`src/rtl/seq_arith_unit_pkg.sv`:
```
// Shared encodings for the sequential arithmetic unit: ALU opcodes, shift modes
// and FSM states.
package arith_pkg;

    localparam logic [2:0] OP_PASS_A = 3'b000;
    localparam logic [2:0] OP_ADD    = 3'b001;
    localparam logic [2:0] OP_AND    = 3'b010;
    localparam logic [2:0] OP_OR     = 3'b011;
    localparam logic [2:0] OP_XOR    = 3'b100;
    localparam logic [2:0] OP_NOT_Y  = 3'b101;
    localparam logic [2:0] OP_SUB    = 3'b110;
    localparam logic [2:0] OP_PASS_Y = 3'b111;

    localparam logic [1:0] SH_NONE = 2'b00;
    localparam logic [1:0] SH_LSL  = 2'b01;
    localparam logic [1:0] SH_LSR  = 2'b10;
    localparam logic [1:0] SH_ASR  = 2'b11;

    localparam logic [1:0] S_IDLE  = 2'b00;
    localparam logic [1:0] S_SHIFT = 2'b01;
    localparam logic [1:0] S_EXEC  = 2'b10;
    localparam logic [1:0] S_DONE  = 2'b11;

endpackage

```
`src/rtl/seq_arith_unit_alu_core.sv`:
```
// Combinational ALU: one shared adder serves ADD and SUB (A + ~Y + 1).
module alu_core
    import arith_pkg::*;
#(
    parameter int WIDTH = 16
) (
    input  logic [WIDTH-1:0] a,
    input  logic [WIDTH-1:0] y,
    input  logic [2:0]       op,
    output logic [WIDTH-1:0] r,
    output logic             c,
    output logic             v
);

    logic             sub;
    logic [WIDTH-1:0] b;
    logic [WIDTH:0]   sum;

    always_comb begin
        sub = (op == OP_SUB);
        b   = sub ? ~y : y;
        sum = {1'b0, a} + {1'b0, b} + {{WIDTH{1'b0}}, sub};
        r   = '0;
        c   = 1'b0;
        v   = 1'b0;
        case (op)
            OP_PASS_A: r = a;
            OP_ADD, OP_SUB: begin
                r = sum[WIDTH-1:0];
                c = sum[WIDTH];
                // Overflow: both adder inputs share a sign the result lacks.
                v = (a[WIDTH-1] == b[WIDTH-1]) && (sum[WIDTH-1] != a[WIDTH-1]);
            end
            OP_AND:    r = a & y;
            OP_OR:     r = a | y;
            OP_XOR:    r = a ^ y;
            OP_NOT_Y:  r = ~y;
            OP_PASS_Y: r = y;
            default:   r = '0;
        endcase
    end

endmodule

```
`src/rtl/seq_arith_unit.sv`:
```
// Multi-cycle Y -> shifter -> ALU -> Z slice. Handshake: start is accepted only
// while busy=0; done pulses for one cycle when Z and the flags have updated.
module seq_arith_unit
    import arith_pkg::*;
#(
    parameter int WIDTH   = 16,
    parameter int SHAMT_W = $clog2(WIDTH)
) (
    input  logic               clk,
    input  logic               reset,
    input  logic               start,
    input  logic [WIDTH-1:0]   a_data,
    input  logic [WIDTH-1:0]   y_data,
    input  logic [2:0]         alu_op,
    input  logic [1:0]         shift_mode,
    input  logic [SHAMT_W-1:0] shift_amount,
    input  logic               z_oe,
    output logic               busy,
    output logic               done,
    output logic [WIDTH-1:0]   z_value,
    output logic [WIDTH-1:0]   bus_out,
    output logic               cc_z,
    output logic               cc_n,
    output logic               cc_c,
    output logic               cc_v
);

    logic [1:0]         state;
    logic [WIDTH-1:0]   a_q;
    logic [WIDTH-1:0]   y_q;
    logic [2:0]         op_q;
    logic [1:0]         mode_q;
    logic [SHAMT_W-1:0] cnt;
    logic [WIDTH-1:0]   y_next;
    logic [WIDTH-1:0]   r;
    logic               c;
    logic               v;

    always_comb begin
        y_next = y_q;
        case (mode_q)
            SH_LSL:  y_next = {y_q[WIDTH-2:0], 1'b0};
            SH_LSR:  y_next = {1'b0, y_q[WIDTH-1:1]};
            SH_ASR:  y_next = {y_q[WIDTH-1], y_q[WIDTH-1:1]};
            default: y_next = y_q;
        endcase
    end

    alu_core #(.WIDTH(WIDTH)) u_alu (
        .a  (a_q),
        .y  (y_q),
        .op (op_q),
        .r  (r),
        .c  (c),
        .v  (v)
    );

    always_ff @(posedge clk or posedge reset) begin
        if (reset) begin
            state   <= S_IDLE;
            a_q     <= '0;
            y_q     <= '0;
            op_q    <= '0;
            mode_q  <= '0;
            cnt     <= '0;
            z_value <= '0;
            cc_z    <= 1'b0;
            cc_n    <= 1'b0;
            cc_c    <= 1'b0;
            cc_v    <= 1'b0;
        end else begin
            case (state)
                S_IDLE: begin
                    if (start) begin
                        a_q    <= a_data;
                        y_q    <= y_data;
                        op_q   <= alu_op;
                        mode_q <= shift_mode;
                        if (shift_mode == SH_NONE || shift_amount == '0) begin
                            state <= S_EXEC;
                        end else begin
                            cnt   <= shift_amount;
                            state <= S_SHIFT;
                        end
                    end
                end
                S_SHIFT: begin
                    y_q <= y_next;
                    cnt <= cnt - 1'b1;
                    if (cnt == 1) state <= S_EXEC;
                end
                S_EXEC: begin
                    z_value <= r;
                    cc_z    <= (r == '0);
                    cc_n    <= r[WIDTH-1];
                    cc_c    <= c;
                    cc_v    <= v;
                    state   <= S_DONE;
                end
                default: state <= S_IDLE;
            endcase
        end
    end

    assign busy    = (state != S_IDLE);
    assign done    = (state == S_DONE);
    assign bus_out = z_oe ? z_value : '0;

endmodule

```
`config.mk`:
```
export PLATFORM = sky130hd
export DESIGN_NAME = seq_arith_unit
export DESIGN_NICKNAME = d
export VERILOG_FILES = /design/src/rtl/seq_arith_unit_pkg.sv /design/src/rtl/seq_arith_unit_alu_core.sv /design/src/rtl/seq_arith_unit.sv
export SDC_FILE = /design/constraint.sdc
export NUM_CORES = 1
export LEC_CHECK = 0
export ABC_CLOCK_PERIOD_IN_PS = 10630
export CELL_PAD_IN_SITES_DETAIL_PLACEMENT = 2
export CELL_PAD_IN_SITES_GLOBAL_PLACEMENT = 2
export CORE_ASPECT_RATIO = 0.7
export CORE_UTILIZATION = 36
export DETAILED_ROUTE_END_ITERATION = 8
export MAX_ROUTING_LAYER = met4
export PLACE_DENSITY = 0.95
export SYNTH_ARGS = -nofsm -noshare
export SYNTH_HDL_FRONTEND = slang
export SYNTH_SLANG_ARGS = --single-unit
export TNS_END_PERCENT = 10
```
`constraint.sdc`:
```
create_clock -name clk -period 10.63 [get_ports clk]
set_clock_uncertainty 0.1 [all_clocks]
set_input_delay 1.5945 -clock clk [delete_from_list [all_inputs] [get_ports clk]]
set_output_delay 1.5945 -clock clk [all_outputs]
set_load 0.03 [all_outputs]
```
==> results.py, run 1 <==
metrics = {
    "logic_synthesis": {
        "seq_area_frac_synth_pct": 28.6,
        "yosysMostFrequentCell": "nand2_1",
        "synth_nets": 749,
        "ys.flop_type": "dfrtp_1",
        "ys_warn_count": 0,
        "avgSynthCellArea_um2": 8.41,
        "ys_seq_elements": 62,
        "ys_top_cells_by_count": "nand2_1 (81), o21ai_0 (64), dfrtp_1 (62)",
        "synth_cell_types": 59,
        "synthTopCellsByArea": "dfrtp_1 (29%), ha_1 (13%), mux2_2 (6.0%)",
        "yosys.area.top_type": "dfrtp_1",
        "async_flop_share_pct": 100,
        "syn_inst": 645,
        "yosysTopAreaCellShare_pct": 28.6,
        "syn-cell-area_mm2": 0.00543,
        "synth_edf_count": 0,
    },
    "cts": {
        "cts_setup_buffers": 0,
        "hold_buffers": 0,
        "clock_sinks": 62,
        "cts_buffers": 9,
        "clock_path_buffers": 2,
        "cts_max_level": 3,
        "ctsResizeCount": 0,
        "clockRootBuffer": "clkbuf_16",
        "clk-insertion-delay-late_ns": 0.34,
        "tritoncts": "done",
        "clkTransAtPathRegs_ns": 0.05,
    },
    "setup_path": {
        "worstPathMaxFanout": 16,
        "worst_path_most_repeated_cell": "clkdlybuf4s50_1",
        "worst-r2r-cell-count": 15,
        "r2r_start": "op_q[1]",
        "crit_start": "z_oe",
        "slowest_stage": "clkdlybuf4s50_1",
        "cp-end-kind": "output port",
        "worst_ep_required_time_ns": 8.94,
        "worst_ep_arrival_time_ns": 3.32,
        "crit_type": "input port to output port",
        "start_kind": "input port",
        "path_cells": "clkdlybuf4s50_1 > and2_1 > clkdlybuf4s50_1",
        "cpPeakStageDelay_ns": 0.83,
    },
    "drt": {
        "drc": 0,
        "wirelength_um": 20700,
        "drt-wirelength-per-cell_um": 22.7,
        "detailedRoute.firstPassIterationCount": 4,
        "via_per_inst": 5.72,
        "drtIter0Drc": 219,
        "antenna_left": 0,
        "vias": 5203,
    },
    "timing": {
        "post-route-period-util_pct": 47.2,
        "hold_viol": 0,
        "relSlewSlack_pct": 5.45,
        "period_needed_ns": 5.02,
        "finalMaxSlewViolations": 0,
        "tightest_slew_ns": 1.42,
        "fin_setup_tns_ns": 0,
        "max_clock_freq_mhz": 199,
        "rsz0062_at_grt": "false",
        "finalSetupViolCount": 0,
    },
    "place": {
        "place_hpwl_um": 15000,
        "port_buffers": 82,
        "place_congestion": 0.850,
    },
    "die": {
        "die_w_um": 149,
        "row_count": 37,
        "die_area_mm2": 0.0156,
        "initial_core_util_pct": 36.9,
        "num_io_pins": 83,
        "core_mm2": 0.0147,
        "die_h_um": 105,
    },
    "global_routing": {
        "grt_pass1_vias": 5908,
        "grt_start_max_net_pins": 63,
        "grt-ovfl-total": 0,
        "grt_pass1_wl_um": 33400,
        "grtUsageTotal_pct": 29.0,
        "antenna_found_initial": 1,
    },
    "layout": {
        "drive_gt1_share_pct": 8.26,
        "syn_to_final_growth_pct": 23.9,
        "fin_nets": 814,
    },
    "min_path": {
        "whs_path_depth": 1,
        "hp-start": "cc_c",
        "min_path_type": "flip-flop to flip-flop",
    },
    "flow_run": {
        "cap_violations": 0,
    },
    "outcome": {
        "status": "finished clean",
    },
}
[cells by family after synthesis]
kind of cell | Yosys count | share of synthesized area, %
flip-flops | 62 | 28.6
buffers and inverters | 93 | 7.01
XOR/XNOR | 38 | 6.13
multiplexers | 34 | 7.03
adder cells (fa/ha/maj) | 59 | 13.7
AO/OA/AOI/OAI | 185 | 22.3
AND/OR/NAND/NOR | 174 | 15.2
[sequential cells by signal, indices dropped and copies added, names as in the netlist]
name / cells
a_q: 16
op_q: 3
y_q: 16
z_value: 16
cc_z: 1
cnt: 4
state: 2
cc_c: 1
cc_v: 1
mode_q: 2
[stage by stage]
step	setup WS (ns)	cell area [um^2]	std cells	utilization [%]	hold slack, ns
CTS	5.59	6720	909	45.7	0.403
global placement	5.68	6380	894	43.4	0.371
finish	5.61	6720	910	45.7	0.404
detailed placement	5.59	6380	894	43.4	0.392
global route	5.53	6720	910	45.7	0.414
floorplan	6.84	5430	645	-	0.407
[per-layer routing]
metal / vias to the layer above / wire length [um] / part of all wire (%) / track usage [%]
li1: 2378 / - / - / -
met1: 2656 / 8590 / 42 / 33.0
met2: 118 / 10700 / 52 / 50.3
met3: 51 / 692 / 3.4 / 4.89
met4: 0 / 657 / 3.2 / 12.0
met5: - / 0 / 0 / -
[cell type report]
cell class / instances / area, um^2
Inverter: 57 / 214
Clock inverter: 4 / 95.1
Antenna cell: 1 / 2.50
Timing Repair Buffer: 90 / 881
Sequential cell: 62 / 1550
Multi-Input combinational cell: 490 / 3490
Tap cell: 195 / 244
Fill cell: 1627 / 8000
Clock buffer: 11 / 243
[placed cells by master (no fill, tap or decap), types with 6 or more instances in the layout]
cell type,n
a21o_1,7
a21oi_1,35
a221oi_1,9
and2_1,17
buf_4,8
clkbuf_16,9
clkdlybuf4s50_1,82
dfrtp_1,62
ha_1,58
inv_1,56
mux2_2,29
nand2_1,81
nand2b_1,13
nor2_1,25
nor2b_1,6
nor3_1,7
o211ai_1,16
o21ai_0,64
o22ai_1,7
o31ai_1,6
xnor2_1,34
[worst max-delay path: cells and delay by family]
kind                   cells  cell delay (ns)
buffers and inverters      2             1.50
AND/OR/NAND/NOR            1             0.22
[worst paths after layout]
path	endpoint	slack, ns
setup / recovery	bus_out[15]	5.61
max in group asynchronous	z_value[10]	8.16
setup reg to reg	cc_z	5.99
min in group asynchronous	y_q[13]	1.73
hold / removal	cc_c	0.40
hold reg to reg	cc_c	0.40
Power of run 1 is left out: the tool's default activity adds up to more than one toggle a clock period on the data nets, which glitch-free logic cannot reach.
==> inputs of run 2 (changes only) <==
--- a/config.mk
+++ b/config.mk
@@ -5,14 +5,14 @@
 export SDC_FILE = /design/constraint.sdc
 export NUM_CORES = 1
 export LEC_CHECK = 0
-export ABC_CLOCK_PERIOD_IN_PS = 10630
+export ABC_CLOCK_PERIOD_IN_PS = 4400
 export CELL_PAD_IN_SITES_DETAIL_PLACEMENT = 2
 export CELL_PAD_IN_SITES_GLOBAL_PLACEMENT = 2
 export CORE_ASPECT_RATIO = 0.7
-export CORE_UTILIZATION = 36
+export CORE_UTILIZATION = 30
 export DETAILED_ROUTE_END_ITERATION = 8
 export MAX_ROUTING_LAYER = met4
-export PLACE_DENSITY = 0.95
+export PLACE_DENSITY = 0.86
 export SYNTH_ARGS = -nofsm -noshare
 export SYNTH_HDL_FRONTEND = slang
 export SYNTH_SLANG_ARGS = --single-unit
==> constraint.sdc (replaced) <==
create_clock -name clk -period 4.4 [get_ports clk]
set_clock_uncertainty 0.1 [all_clocks]
set_input_delay 0.66 -clock clk [delete_from_list [all_inputs] [get_ports clk]]
set_output_delay 0.66 -clock clk [all_outputs]
set_load 0.03 [all_outputs]
==> results.py, run 2 (synthesis results as in run 1) <==
metrics = {
    "cts": {
        "cts_max_level": 3,
        "tritoncts": "done",
        "clkTransAtPathRegs_ns": 0.06,
        "ctsResizeCount": 0,
        "clock_sinks": 62,
        "cts_buffers": 9,
        "clockRootBuffer": "clkbuf_16",
        "hold_buffers": 0,
        "clock_path_buffers": 2,
        "clk-insertion-delay-late_ns": 0.34,
        "cts_setup_buffers": 0,
    },
    "timing": {
        "finalMaxSlewViolations": 0,
        "relSlewSlack_pct": 37.0,
        "rsz0062_at_grt": "false",
        "post-route-period-util_pct": 92.0,
        "fin_setup_tns_ns": 0,
        "setup_ws_ns": 0.354,
        "max_clock_freq_mhz": 247,
        "hold_viol": 0,
        "finalSetupViolCount": 0,
        "tightest_slew_ns": 0.943,
        "period_needed_ns": 4.05,
    },
    "min_path": {
        "hp-start": "cc_c",
        "min_path_type": "flip-flop to flip-flop",
    },
    "drt": {
        "drt-wirelength-per-cell_um": 19.6,
        "via_per_inst": 5.29,
        "wl_met2_um": 9020,
        "wl_met1_um": 8960,
        "drtIter0Drc": 260,
        "detailedRoute.firstPassIterationCount": 4,
        "drc": 0,
        "routed.top_layer": "met4",
        "wl_met3_um": 448,
        "antenna_left": 0,
        "wirelength_um": 18600,
        "vias": 5022,
    },
    "layout": {
        "fin_cells": 950,
        "fin_nets": 818,
        "syn_to_final_growth_pct": 24.0,
        "drive_gt1_share_pct": 8.76,
        "n_antenna_cell": 0,
        "fillers": 1967,
        "final_common_cell": "clkdlybuf4s50_1",
        "layout_common_cells": "clkdlybuf4s50_1 (82), nand2_1 (81), o21ai_0 (64)",
        "top_regs": "a_q (16), y_q (16), z_value (16)",
    },
    "place": {
        "dp_slack_ns": 0.378,
        "dp.cells": 934,
        "place_congestion": 0.855,
        "place_hpwl_um": 14300,
        "port_buffers": 82,
    },
    "global_routing": {
        "grt_pass1_wl_um": 30100,
        "antenna_found_initial": 0,
        "grt_start_max_net_pins": 49,
        "grt_pass1_vias": 5367,
        "grtUsageTotal_pct": 21.5,
        "grt-ovfl-total": 0,
    },
    "setup_path": {
        "cp-end-kind": "flip-flop",
        "r2r_start": "op_q[2]",
        "worst_ep_required_time_ns": 4.57,
        "worstPathMaxFanout": 37,
        "worst_ep_arrival_time_ns": 4.22,
        "start_kind": "flip-flop",
        "crit_type": "flip-flop to flip-flop",
        "crit_start": "op_q[2]",
    },
    "die": {
        "die_w_um": 163,
        "die_area_mm2": 0.0186,
        "num_io_pins": 83,
        "core_mm2": 0.0174,
        "die_h_um": 115,
        "row_count": 40,
        "initial_core_util_pct": 31.1,
    },
    "flow_run": {
        "cap_violations": 0,
    },
    "outcome": {
        "status": "finished clean",
    },
}
-- run 2: final cells by class --
class	instances	area, um^2	area share, %
Inverter	57	214	3.18
Clock inverter	4	22.5	0.335
Timing Repair Buffer	94	911	13.5
Sequential cell	62	1550	23.1
Clock buffer	12	246	3.66
Tap cell	231	289	4.30
Multi-Input combinational cell	490	3490	51.9
-- run 2: stage by stage --
step / utilization (%) / cell area, um^2 / hold WS (ns)
after floorplan: - / 5430 / 0.407
after global placement: 37.1 / 6460 / 0.375
after detailed placement: 37.1 / 6460 / 0.372
after CTS: 38.6 / 6730 / 0.384
after global routing: 38.6 / 6730 / 0.407
final: 38.6 / 6730 / 0.384
-- run 2: metal layers --
layer | vias up | global-route usage (%)
met5 | - | -
met2 | 74 | 35.5
met1 | 2544 | 27.8
met4 | 0 | 4.98
li1 | 2383 | -
met3 | 21 | 3.15
-- run 2: final timing paths --
kind                         endpoint  slack, ns  cells past startpoint
min reg2reg                      cc_c       0.38                      1
min in group asynchronous     y_q[12]       0.74                      2
max reg2reg                      cc_z       0.35                     15
max in group asynchronous  z_value[4]       2.59                      3
max                              cc_z       0.35                     15
min                              cc_c       0.38                      1
-- run 2: critical path, cell delays in order (launching register included) --
cell	delay [ns]
dfrtp_1	0.35
buf_4	0.38
inv_1	0.15
or3_1	0.41
nor2_1	0.09
a21oi_1	0.06
fa_1	0.43
nor2b_1	0.19
o21a_1	0.13
nor2_1	0.04
xor2_1	0.12
o21ai_0	0.10
or4_1	0.55
nor4_1	0.52
o211ai_1	0.17
o21ai_1	0.16
Power of run 2 is left out for the same reason.
==> inputs of run 3 (changes only) <==
--- a/config.mk
+++ b/config.mk
@@ -9,6 +9,7 @@
 export CELL_PAD_IN_SITES_DETAIL_PLACEMENT = 2
 export CELL_PAD_IN_SITES_GLOBAL_PLACEMENT = 2
 export CORE_ASPECT_RATIO = 0.7
+export CORE_MARGIN = 2
 export CORE_UTILIZATION = 30
 export DETAILED_ROUTE_END_ITERATION = 8
 export MAX_ROUTING_LAYER = met4
==> results.py, run 3 (synthesis results as in run 1) <==
metrics = {
    "outcome": {
        "status": "finished clean",
    },
    "timing": {
        "finalMaxSlewViolations": 0,
        "relSlewSlack_pct": 38.8,
        "hold_viol": 0,
        "fin_setup_tns_ns": 0,
        "tightest_slew_ns": 0.916,
        "finalSetupViolCount": 0,
        "period_needed_ns": 4.12,
        "max_clock_freq_mhz": 243,
        "rsz0062_at_grt": "false",
        "post-route-period-util_pct": 93.6,
        "whs_ns": 0.390,
    },
    "cts": {
        "clk-insertion-delay-late_ns": 0.35,
        "tritoncts": "done",
        "cts_setup_buffers": 0,
        "cts_buffers": 9,
        "clock_path_buffers": 2,
        "hold_buffers": 0,
        "clkTransAtPathRegs_ns": 0.06,
        "clock_sinks": 62,
        "clockRootBuffer": "clkbuf_16",
        "cts_max_level": 3,
        "ctsResizeCount": 0,
    },
    "setup_path": {
        "worst_ep_arrival_time_ns": 4.28,
        "cp-end-kind": "flip-flop",
        "r2r_start": "op_q[2]",
        "worstPathMaxFanout": 14,
        "worst_ep_required_time_ns": 4.56,
        "crit_type": "flip-flop to flip-flop",
        "start_kind": "flip-flop",
        "crit_start": "op_q[2]",
    },
    "flow_run": {
        "cap_violations": 0,
    },
    "die": {
        "die_area_mm2": 0.0192,
        "die_w_um": 165,
        "row_count": 41,
        "num_io_pins": 83,
        "initial_core_util_pct": 30.4,
        "die_h_um": 117,
        "core_mm2": 0.0179,
    },
    "layout": {
        "fillers": 2017,
        "fin_area_mm2": 0.00674,
        "final_common_cell": "clkdlybuf4s50_1",
        "drive_gt1_share_pct": 8.52,
        "n_antenna_cell": 0,
        "top_regs": "a_q (16), y_q (16), z_value (16)",
        "fin_nets": 816,
        "syn_to_final_growth_pct": 24.2,
        "layout_common_cells": "clkdlybuf4s50_1 (82), nand2_1 (81), o21ai_0 (64)",
    },
    "drt": {
        "via_per_inst": 5.28,
        "drt-wirelength-per-cell_um": 20.1,
        "drc": 0,
        "vias": 5028,
        "detailedRoute.firstPassIterationCount": 4,
        "antenna_left": 0,
        "drtIter0Drc": 193,
        "wirelength_um": 19100,
    },
    "global_routing": {
        "grt_start_max_net_pins": 44,
        "grt_pass1_vias": 5553,
        "antenna_found_initial": 0,
        "grt-ovfl-total": 0,
        "grt_pass1_wl_um": 30300,
        "grtUsageTotal_pct": 21.5,
    },
    "min_path": {
        "hp-start": "cc_c",
        "min_path_type": "flip-flop to flip-flop",
    },
    "place": {
        "place_area_mm2": 0.00645,
        "place_congestion": 0.901,
        "port_buffers": 82,
        "place_hpwl_um": 14800,
    },
}
==> run 3: worst max-delay path, stage by stage (launching register included) <==
cell,delay [ns]
dfrtp_1,0.64
inv_1,0.17
or3_1,0.44
nor2_1,0.11
a21oi_1,0.07
fa_1,0.42
nor2b_1,0.19
o2111ai_1,0.28
a21oi_1,0.35
o31a_1,0.18
o31a_1,0.16
o22ai_1,0.13
nor4_1,0.46
o211ai_1,0.16
o21ai_1,0.18
==> run 3: routing by layer <==
| metal | up-vias | routed length, um | part of all wire (%) | global-route usage [%] |
|---|---|---|---|---|
| met4 | 0 | 329 | 1.7 | 6.26 |
| met1 | 2557 | 8750 | 46 | 26.4 |
| met3 | 23 | 508 | 2.7 | 4.33 |
| met2 | 70 | 9520 | 50 | 36.2 |
| li1 | 2378 | - | - | - |
| met5 | - | 0 | 0 | - |
==> run 3: worst paths after layout <==
path                       cells past startpoint      end  slack, ns
max                                           14     cc_z       0.28
min                                            1     cc_c       0.39
max reg2reg                                   14     cc_z       0.28
min reg2reg                                    1     cc_c       0.39
max in group asynchronous                      3   a_q[7]       2.62
min in group asynchronous                      2  y_q[14]       0.67
==> run 3: layout make-up <==
class / instances / area (um^2) / share of cell area [%]
Multi-Input combinational cell: 490 / 3490 / 51.8
Inverter: 57 / 214 / 3.17
Sequential cell: 62 / 1550 / 23.0
Clock inverter: 4 / 47.5 / 0.705
Timing Repair Buffer: 92 / 896 / 13.3
Tap cell: 236 / 295 / 4.38
Clock buffer: 11 / 243 / 3.60
==> run 3: per-stage QoR <==
stage	instances	util, %	setup slack (ns)
2_1_floorplan	645	-	0.716
3_3_place_gp	937	36.1	0.704
3_5_place_dp	937	36.1	0.457
4_1_cts	952	37.8	0.377
5_1_grt	952	37.8	0.0457
6_report	952	37.8	0.280
Power of run 3 is left out for the same reason.
==> RTL change 1, RTL diff (config.mk and constraints of run 1) <==
`WIDTH` is set to 16 in 2 places; all go to 8.
--- a/src/rtl/seq_arith_unit_alu_core.sv
+++ b/src/rtl/seq_arith_unit_alu_core.sv
@@ -4,3 +4,3 @@
 #(
-    parameter int WIDTH = 16
+    parameter int WIDTH = 8
 ) (
--- a/src/rtl/seq_arith_unit.sv
+++ b/src/rtl/seq_arith_unit.sv
@@ -5,3 +5,3 @@
 #(
-    parameter int WIDTH   = 16,
+    parameter int WIDTH   = 8,
     parameter int SHAMT_W = $clog2(WIDTH)
Interface: changed (5 resized); port bits go from 83 to 50. The function was not compared with the original's and may differ.
==> RTL change 1 against run 1 <==
Design area decreased by 45%; largest cell class unchanged; global-route usage decreased by 5.4 points; register-to-register slack improved by 0.66 ns; wire length decreased by 54%; area after synthesis decreased by 44%; synthesized cell count decreased by 49%; the run now ends with DRC left; setup slack improved by 0.31 ns; hold slack improved by 0.0023 ns; sequential cell count decreased by 25; count of clock-buffer cells in the layout decreased by 4; sequential share of layout area increased by 2.1 points; non-clock buffer count decreased by 40.
Power is not shown: default switching activity piles up to over one toggle a cycle in this logic, so the estimate is an artifact.
==> RTL change 1: results (changes against run 1) <==
[status]
violations = DRC
status = finished with violations

[synth]
synth_cell_types = 56  ; -5.1%
synthMuxAreaShare_pct = 8.34  ; +1.3 points
synth_xor_area_share_pct = 6.39  ; +0.25 points
synth_fp_nets = 390  ; -48%
synth_area_leaders = dfrtp_1 31%, ha_1 15%, mux2_2 6.3%, xnor2_1 4.6%, inv_1 3.6%
seq_area_frac_synth_pct = 30.7  ; +2.1 points
netlist_top_cells_count = 37 x dfrtp_1, 35 x ha_1, 29 x inv_1, 27 x nand2_1
synthAdderAreaFrac_pct = 15.2  ; +1.4 points

[routing]
drc = 12  ; +12
first_pass_iters = 6  ; +2
wl_met1_mm = 4.39  ; -49%
routed_wl_mm = 9.40  ; -54%

[finish]
nets = 430  ; -47%
nFillCells = 859  ; -47%
diodes = 0  ; -1

[grt]
grt_first_pass_wirelength_mm = 15.4  ; -54%
track_usage_pct = 23.6  ; -5.4 points
antenna_found_initial = 0  ; -1
grt_pass1_vias = 2815  ; -52%
met2_usage_pct = 39.6  ; -11 points
grt.met3_usage_pct = 4.09  ; -0.80 points

[worst_setup_path]
cp_max_fo = 8  ; -8
worstPathArrival_ns = 3.01  ; -0.31 ns
endpoint = bus_out[4]
r2r_slack_ns = 6.65  ; +0.66 ns

[clock_network]
numCtsBuffers = 5  ; -4

[min_path]
hold_path_startpoint = cc_v$_DFFE_PP0N_

==> RTL change 1: area by class of cell <==
| type | count | area share, % |
|---|---|---|
| well taps | 101 | 3.44 |
| flip-flops and latches | 37 | 25.2 |
| multi-input cells | 242 | 50.8 |
| repair buffers | 50 | 13.6 |
| clock buffers | 7 | 3.89 |
| inverters | 30 | 3.07 |
==> RTL change 1: metrics by stage <==
step / std cells / instance area (sq um) / hold WS [ns] / utilization [%] / setup WS, ns
after floorplan: 326 / 3020 / 0.372 / - / 7.06
after global placement: 460 / 3530 / 0.398 / 44.1 / 5.98
after detailed placement: 460 / 3530 / 0.404 / 44.1 / 5.91
after CTS: 467 / 3670 / 0.416 / 45.9 / 5.91
after global routing: 467 / 3670 / 0.448 / 45.9 / 5.86
final: 467 / 3670 / 0.407 / 45.9 / 5.93
==> RTL change 1: worst max-delay path, cell delays in order <==
cell	delay, ns
clkdlybuf4s50_1	0.58
and2_1	0.17
clkdlybuf4s50_1	0.66
==> RTL change 2, RTL diff (flow settings as in run 1) <==
Made on the original files. Put a register stage on the outputs `busy`, `done` and `bus_out`, cleared by the reset. The values now appear one clock later. The other outputs are not delayed to match. Comments in the files are not updated.
--- a/src/rtl/seq_arith_unit.sv
+++ b/src/rtl/seq_arith_unit.sv
@@ -104,5 +104,13 @@
 
-    assign busy    = (state != S_IDLE);
-    assign done    = (state == S_DONE);
-    assign bus_out = z_oe ? z_value : '0;
+    always_ff @(posedge clk or posedge reset) begin
+        if (reset) begin
+            busy    <= '0;
+            done    <= '0;
+            bus_out <= '0;
+        end else begin
+            busy    <= (state != S_IDLE);
+            done    <= (state == S_DONE);
+            bus_out <= z_oe ? z_value : '0;
+        end
+    end
 
Check against the original RTL: not equivalent (a bounded check fails within 4 cycles, from zero or initial values and one cycle with reset high).
==> RTL change 2 against run 1 <==
Area after synthesis up 9.8%; count of clock-buffer cells in the layout down 1; sequential cell count up 18; maximum frequency down 2.2%; setup slack worse by 0.11 ns; global-route usage down 1.1 points; wire length up 7.0%; design area up 7.3%; critical path depth up 8.
Power is not shown: default switching activity piles up to over one toggle a cycle in this logic, so the estimate is an artifact.
==> RTL change 2: results (changes against run 1) <==
[placed_design]
port_buffers = 82  ; unchanged
placed_cell_area_sq_um = 6920  ; +8.5%
dp_slack_ns = 5.49  ; -0.0993 ns
gp_congestion = 0.860  ; +1.2%
hpwl_mm = 16.1  ; +7.6%
place_inst = 927  ; +3.7%

[grt]
grt_max_degree = 81  ; +29%
track_usage_pct = 27.9  ; -1.1 points
grt_pass1_vias = 6058  ; +2.5%
antenna_found_initial = 0  ; -1
grt_first_pass_wirelength_mm = 34.5  ; +3.3%

[synth]
synth_enable_flop_cells = 0  ; unchanged
async_flop_share_pct = 100  ; unchanged
synth_cell_types = 71  ; +20%
synth_area_leaders = dfrtp_1 34%, ha_1 12%, mux2_2 5.9%, o21ai_0 5.1%, xnor2_1 3.8%
netlist_top_cells_count = 80 x dfrtp_1, 61 x o21ai_0, 58 x ha_1, 57 x inv_1, 56 x nand2_1
seq_area_frac_synth_pct = 33.6  ; +5.0 points
postSynthAreaPerCell_sq_um = 9.10  ; +8.2%
synth_fp_nets = 759  ; +1.3%

[routing]
detail_route.wl_per_cell_microns = 23.4  ; +3.3%
dr.first_iter.drc_count = 314  ; +43%
viasPerCell = 5.74  ; +0.41%
first_pass_iters = 5  ; +1
num_vias = 5414  ; +4.1%

[worst_setup_path]
worstPathArrival_ns = 5.32  ; +2.00 ns
slowest_stage = nand3b_1
cp_max_fo = 20  ; +4
slowest_delay_ns = 0.91  ; +0.08 ns
critPathTopFamily = compound AO/OA/AOI/OAI gates

[finish]
nets = 822  ; +0.98%
synthToLayoutAreaGrowth_pct = 21.1
signal_buffers = 89  ; -1.1%
drive_gt1_share_pct = 8.71  ; +0.45 points
seq_area_share_pct = 27.7  ; +4.7 points
nFillCells = 1705  ; +4.8%
bufAreaShareNonClock_pct = 12.1  ; -1.0 points
nMultiInputCombCells = 479  ; -2.2%
multi_input_area_share_pct = 49.2  ; -2.7 points
clkCellAreaFrac_pct = 4.02  ; -1.0 points
clkbuf_count = 10  ; -1
non_clock_inverter_count = 59  ; +3.5%
diodes = 0  ; -1

[clock_network]
clockRootBuffer = clkbuf_16
post_cts_resize_count = 0  ; unchanged
cts_tree = built
cts.path.max_buffers = 2  ; unchanged
cts_setup_buffers = 0  ; unchanged
numCtsBuffers = 9  ; unchanged
clock_latency_ns = 0.36  ; +0.02 ns
cts.sinks = 80  ; +29%
cts.clk_slew.worst_paths_ns = 0.07  ; +0.02 ns

[min_path]
hold_path_class = flop to flop

[sta]
maxSlewViolCount = 0  ; unchanged
tightest_slew_ns = 1.24  ; -0.180 ns

[status]
status = complete, no violations

[die]
core_sq_um = 15800  ; +7.5%

## RTL change 2: changes by cell type after synthesis, sizes merged, moves of 4 or more
cell / delta
nand2: -25
xnor2: -8
o22ai: +5
o221ai: +6
xor2: +6
a221oi: -6
dfrtp: +18
nand3: +7
nand2b: -6
buf: +5
a21oi: -8
clkbuf: -4
mux2i: +4
## RTL change 2: worst paths after layout
| kind | depth (start not counted) | end | from | slack, ns |
|---|---|---|---|---|
| min in group asynchronous | 3 | cnt[2]$_DFFE_PP0P_ | reset | 1.81 |
| setup reg to reg | 11 | cc_z$_DFFE_PP0N_ | op_q[2]$_DFFE_PP0P_ | 5.50 |
| max in group asynchronous | 3 | z_value[10]$_DFFE_PP0N_ | reset | 7.88 |
| hold / removal | 1 | bus_out[1]$_DFF_PP0_ | z_value[1]$_DFFE_PP0N_ | 0.43 |
| hold reg to reg | 1 | bus_out[1]$_DFF_PP0_ | z_value[1]$_DFFE_PP0N_ | 0.43 |
| setup / recovery | 11 | cc_z$_DFFE_PP0N_ | op_q[2]$_DFFE_PP0P_ | 5.50 |
## RTL change 2: per-layer routing
metal | track usage [%] | up-vias | wire [microns]
met1 | 32.9 | 2816 | 9580
met3 | 4.97 | 30 | 812
met2 | 49.0 | 129 | 11300
met5 | - | - | 0
li1 | - | 2439 | -
met4 | 8.05 | 0 | 445
## RTL change 2: cells by family (layout without fill, tap and decap cells)
family	after synthesis	after routing	synth area share [%]
AO/OA/AOI/OAI	189	189	21.2
AND/OR/NAND/NOR	155	155	13.2
buffers and inverters	96	164	6.82
flip-flops	80	80	33.6
adder cells (fa/ha/maj)	59	59	12.5
multiplexers	40	40	7.39
XOR/XNOR	36	36	5.29
